$ cat config.mk
export PLATFORM = sky130hd
export DESIGN_NAME = nv_ram_rwsthp_60x168_fifo_ctrl
export DESIGN_NICKNAME = d
export VERILOG_FILES = /design/src/rtl/nv_ram_rwsthp_60x168_fifo_ctrl.sv
export SDC_FILE = /design/constraint.sdc
export NUM_CORES = 1
export LEC_CHECK = 0
export CORE_AREA = 2 2 340 342
export CTS_CLUSTER_SIZE = 8
export DETAILED_ROUTE_END_ITERATION = 8
export DIE_AREA = 0 0 342 344
export PLACE_DENSITY = 0.49
export RECOVER_POWER = 100
export REMOVE_ABC_BUFFERS = 1
export SYNTH_ARGS = -nofsm -noshare
export SYNTH_HDL_FRONTEND = slang
export SYNTH_SLANG_ARGS = --single-unit
$ cat constraint.sdc
create_clock -name clk -period 5.8 [get_ports clk]
set_input_delay 1.16 -clock clk [delete_from_list [all_inputs] [get_ports clk]]
set_output_delay 1.16 -clock clk [all_outputs]
set_load 0.05 [all_outputs]
$ cat src/rtl/nv_ram_rwsthp_60x168_fifo_ctrl.sv
// FIFO controller for the 60x168 two-port RAM with registered read address
// (re) and registered output stage (ore). A small flop buffer behind the RAM
// absorbs the two-cycle read latency so pop backpressure never drops data.
module nv_ram_rwsthp_60x168_fifo_ctrl #(
   parameter int DEPTH      = 60,
   parameter int WIDTH      = 168,
   parameter int AW         = 6,
   parameter int OBUF_DEPTH = 4
) (
   input  logic             clk,
   input  logic             reset_,
   input  logic             wr_pvld,
   output logic             wr_prdy,
   input  logic [WIDTH-1:0] wr_pd,
   output logic             rd_pvld,
   input  logic             rd_prdy,
   output logic [WIDTH-1:0] rd_pd,
   output logic             ram_we,
   output logic [AW-1:0]    ram_wa,
   output logic [WIDTH-1:0] ram_di,
   output logic             ram_re,
   output logic [AW-1:0]    ram_ra,
   output logic             ram_ore,
   output logic             ram_byp_sel,
   output logic [WIDTH-1:0] ram_dbyp,
   input  logic [WIDTH-1:0] ram_dout
);

   localparam int CNTW = $clog2(DEPTH + 1);
   localparam int OCW  = $clog2(OBUF_DEPTH + 1);
   localparam int OPW  = (OBUF_DEPTH > 1) ? $clog2(OBUF_DEPTH) : 1;

   localparam logic [CNTW-1:0] CNT_FULL  = CNTW'(DEPTH);
   localparam logic [AW-1:0]   PTR_LAST  = AW'(DEPTH - 1);
   localparam logic [OCW:0]    CREDITS   = (OCW + 1)'(OBUF_DEPTH);
   localparam logic [OCW-1:0]  OBUF_FULL = OCW'(OBUF_DEPTH);
   localparam logic [OPW-1:0]  OPTR_LAST = OPW'(OBUF_DEPTH - 1);

   logic [AW-1:0]    wr_ptr;
   logic [AW-1:0]    rd_ptr;
   logic [CNTW-1:0]  ram_cnt;
   logic             s1_vld;
   logic             s2_vld;
   logic [WIDTH-1:0] obuf [OBUF_DEPTH];
   logic [OPW-1:0]   obuf_wp;
   logic [OPW-1:0]   obuf_rp;
   logic [OCW-1:0]   obuf_cnt;
   logic [OCW:0]     credit_used;
   logic             obuf_pop;

   // Reads in flight (s1/s2) plus buffered entries must leave room for the
   // word being issued, so an issued read always has a landing slot.
   assign credit_used = (OCW + 1)'(s1_vld) + (OCW + 1)'(s2_vld) + {1'b0, obuf_cnt};

   assign wr_prdy     = (ram_cnt != CNT_FULL);
   assign ram_we      = wr_pvld & wr_prdy;
   assign ram_wa      = wr_ptr;
   assign ram_di      = wr_pd;
   assign ram_re      = (ram_cnt != '0) & (credit_used < CREDITS);
   assign ram_ra      = rd_ptr;
   assign ram_ore     = s1_vld;
   assign ram_byp_sel = 1'b0;
   assign ram_dbyp    = '0;
   assign rd_pvld     = (obuf_cnt != '0);
   assign rd_pd       = obuf[obuf_rp];
   assign obuf_pop    = rd_pvld & rd_prdy;

   // RAM write/read pointers and count of written-but-unissued entries
   always_ff @(posedge clk) begin
      if (!reset_) begin
         wr_ptr  <= '0;
         rd_ptr  <= '0;
         ram_cnt <= '0;
      end else begin
         if (ram_we) begin
            wr_ptr <= (wr_ptr == PTR_LAST) ? '0 : wr_ptr + AW'(1);
         end
         if (ram_re) begin
            rd_ptr <= (rd_ptr == PTR_LAST) ? '0 : rd_ptr + AW'(1);
         end
         if (ram_we && !ram_re) begin
            ram_cnt <= ram_cnt + CNTW'(1);
         end else if (!ram_we && ram_re) begin
            ram_cnt <= ram_cnt - CNTW'(1);
         end
      end
   end

   // Read pipeline: re -> ore -> ram_dout valid
   always_ff @(posedge clk) begin
      if (!reset_) begin
         s1_vld <= 1'b0;
         s2_vld <= 1'b0;
      end else begin
         s1_vld <= ram_re;
         s2_vld <= ram_ore;
      end
   end

   // Output buffer pointers and occupancy
   always_ff @(posedge clk) begin
      if (!reset_) begin
         obuf_wp  <= '0;
         obuf_rp  <= '0;
         obuf_cnt <= '0;
      end else begin
         if (s2_vld) begin
            obuf_wp <= (obuf_wp == OPTR_LAST) ? '0 : obuf_wp + OPW'(1);
         end
         if (obuf_pop) begin
            obuf_rp <= (obuf_rp == OPTR_LAST) ? '0 : obuf_rp + OPW'(1);
         end
         if (s2_vld && !obuf_pop) begin
            obuf_cnt <= obuf_cnt + OCW'(1);
         end else if (!s2_vld && obuf_pop) begin
            obuf_cnt <= obuf_cnt - OCW'(1);
         end
      end
   end

   // Output buffer storage; payload needs no reset
   always_ff @(posedge clk) begin
      if (s2_vld) begin
         obuf[obuf_wp] <= ram_dout;
      end
   end

   // Credit accounting must keep the output buffer from overflowing
   a_obuf_no_overflow : assert property (@(posedge clk) disable iff (!reset_)
      (s2_vld && !obuf_pop) |-> (obuf_cnt != OBUF_FULL));

endmodule

==> results <==
## cells by family (layout without fill, tap and decap cells)
| kind of cell | count (synthesis) | after routing | share of synthesized area (%) |
|---|---|---|---|
| DFF | 701 | 701 | 73.37 |
| buffers and inverters | 390 | 522 | 9.862 |
| muxes | 173 | 173 | 13.55 |
| and+or+nand+nor | 68 | 68 | 1.269 |
| AOI/OAI and AO/OA | 40 | 40 | 0.9242 |
| adders and majority gates | 16 | 16 | 0.7606 |
| xor gates and xnor gates | 8 | 8 | 0.2477 |
| other | 1 | 181 | 0.01325 |
## cells in the final DEF (no fill, tap or decap), drive strengths merged, types with 3 or more instances in the layout
cell type      instances
mux2i                  5
a21oi                  8
and2                   8
buf                   10
clkbuf               136
o21ai                 11
nor4                   3
or3                    4
ha                    14
conb                 169
diode                 12
edfxtp               672
dlygate4sd3          326
xor2                   6
a211oi                 4
nand4                  3
nand3                  7
dfxtp                 29
and3                   3
nand2                 13
a31oi                  3
nor2                  16
clkinv                 5
clkdlybuf4s50         30
mux4                 168
inv                   15
## Yosys cell counts, types with 4 or more instances
master / instances
and2_1: 8
edfxtp_1: 672
a211oi_1: 4
mux4_2: 168
ha_1: 14
a21oi_1: 8
o21ai_0: 9
xor2_1: 6
or3_1: 4
nand2_1: 12
nor2_1: 16
buf_2: 10
inv_1: 10
buf_4: 350
buf_1: 9
clkbuf_1: 9
mux2i_1: 5
nand3_1: 7
dfxtp_1: 29
## layout make-up
type | instances | area, sq um
clock buffer | 129 | 2590
fill | 11080 | 79350
clock inverter | 8 | 115.1
sequential | 701 | 20760
multi-input combinational | 474 | 5376
inverter | 12 | 45.04
antenna | 12 | 30.03
tap | 1512 | 1892
timing repair buffer | 373 | 3719
## metal layers
layer	part of all wire [%]	GRT usage, %
met5	2.2	14.86
met3	25	22.60
met2	37	22.34
met4	2.4	4.395
met1	33	18.39
## state kept, by name, indices dropped and copies added (netlist names), named ones only
name      cells
obuf        672
obuf_rp       2
s2_vld        1
ram_ore       1
obuf_cnt      3
ram_cnt       6
ram_wa        6
obuf_wp       2
ram_ra        6
## through the flow
step                setup TNS, ns  setup slack, ns  instance area (sq um)
floorplan                 -549.05           -3.268                  26180
global placement                0            1.756                  31870
detailed placement              0            1.748                  31870
CTS                             0            1.002                  34570
global route                    0           0.4480                  34520
finish                          0           0.7074                  34530
## path summary, 6_finish.rpt
kind	from	to	slack, ns	cells after the start
setup / recovery	flip-flop	rd_pd[113]	0.71	3
hold / removal	obuf_rp[1]	flip-flop	0.49	2
setup reg to reg	obuf_wp[0]	obuf[0][130]	1.15	4
hold reg to reg	obuf_rp[1]	flip-flop	0.49	2
## worst register-to-register path, cell delays in order (launching register included)
cell	delay, ns
dfxtp_1	0.35
inv_1	0.10
ha_1	0.14
and2_0	1.96
clkbuf_1	1.65
## power breakdown
group	switching, W	internal [W]
sequential	0.000183	0.00593
combinational	0.00308	0.00153
clock	0.00207	0.00307
==> results.md <==
- CP Class: reg2out
- Nets: just over 2000
- Clk buf depth: 3
- Largest net degree at the start of global routing: between 100 and 150
- Post-synth EDFFs: between 600 and 700
- Post-synth ARST share: 0%
- Max Cap Viol: 9
- Drt first pass iters: 5
- Die W: ~340 um
- Mean routed wirelength per cell: 34.62 um
- Count of different cell masters after synthesis: 50
- Critical Path Start Type: flip-flop
- PnR Total Power: ~0.016 W
- Lkg Pwr: around 11 nW
- Tot GR Track Use: between 10% and 20%
- Post-Route WL: 111500 um
- Global placement routability congestion: approximately 0.9
- RSZ-0062 raised after global routing: false
- Synth Instances: about 1400
- Avg Vias per Cell: 4.488
- Num CTS Buffers: 98
- Syn-to-layout area delta: 22.05%
- Post-route core utilization: ~30%
- Syn_area_per_cell: slightly above 20 sq um
- Crit-path max cell delay: 1.49 ns
- DIE AREA: roughly 0.12 sq mm
- Slew @ Worst Pin: 4.226 ns
- Root buffer cell: clkbuf_16
- Final hold violation count: 0
- Proportion of layout cells with a drive suffix above 1: between 15 and 20%
- Synth Flop Type: edfxtp_1
- Core area: 0.1139 sq mm
- Grt total ovfl: 0
- CP Buf/Inv Count: 2
- Post-synthesis register bit count: 701
- Tcrit/Tclk final: 87.80%
- H-tree lvl count: 3
- CTS tree: built
- Top-area cell type share of the netlist area: approximately 71%
- CP Max Fanout: 52
- Final hold slack: 0.4881 ns
- Cell Area, Synth: ~0.028 sq mm
- Vias in the first global route: 14250
- Synth warn: 0
- Vias after detailed routing: about 14000
- Status: complete, but fails checks
- Clk sink count: around 700
- Initial antenna violation count: 25
- Starting Density: 24.85%
- CP arrival: 3.93 ns
- Port-buffer cells: 356
- First-pass GRT wire length: 141300 um
- Crit path max-delay family: flip-flops
- Max-slew headroom: -181.7%
- Hpwl dp: between 70000 and 80000 um
- Worst-path clk slew: 0.05 ns
- Synth area leader: edfxtp_1
- Hold-fix buffers at CTS: 0
- Slew Viols, Final: around 540
- Residual DRC: 0
- Post-CTS setup buffer count: 0
- Largest cells by area after synthesis: edfxtp_1, mux4_2, buf_4
- WP data required: approximately 4.6 ns
- Die Y: 344 um
- Failing checks: max-capacitance violations, max-slew violations
- Cts repair resizes: 0
- Setup crit end kind: output port
- Dpl cells: 3072
- Post-DRT Antenna Nets: 0
- # setup viols final: 0
- Post-route minimum period: a little over 5 ns
- Cell Rows: ~120
- First DRT Iteration DRCs: around 1200
- Cell Chain, Critical Path: buf_4 > mux4_2 > clkdlybuf4s50_1
- Clock Latency Late Sink: between 0.6 and 0.7 ns
- Fmax: between 0.15 and 0.2 GHz
- Seq/Total Area, Yosys: around three quarters
- Clock Skews: between 0.02 and 0.03 ns
- Finished Layout Cells: around 3200
- Class of the worst hold path: reg2reg
- CP max stage cell: dfxtp_2
- Cell area power density: 459.6 mW/mm^2
- Max IR drop VDD: roughly 240 uV
- I/O pin total: 862
(Power assumes the default switching activity.)
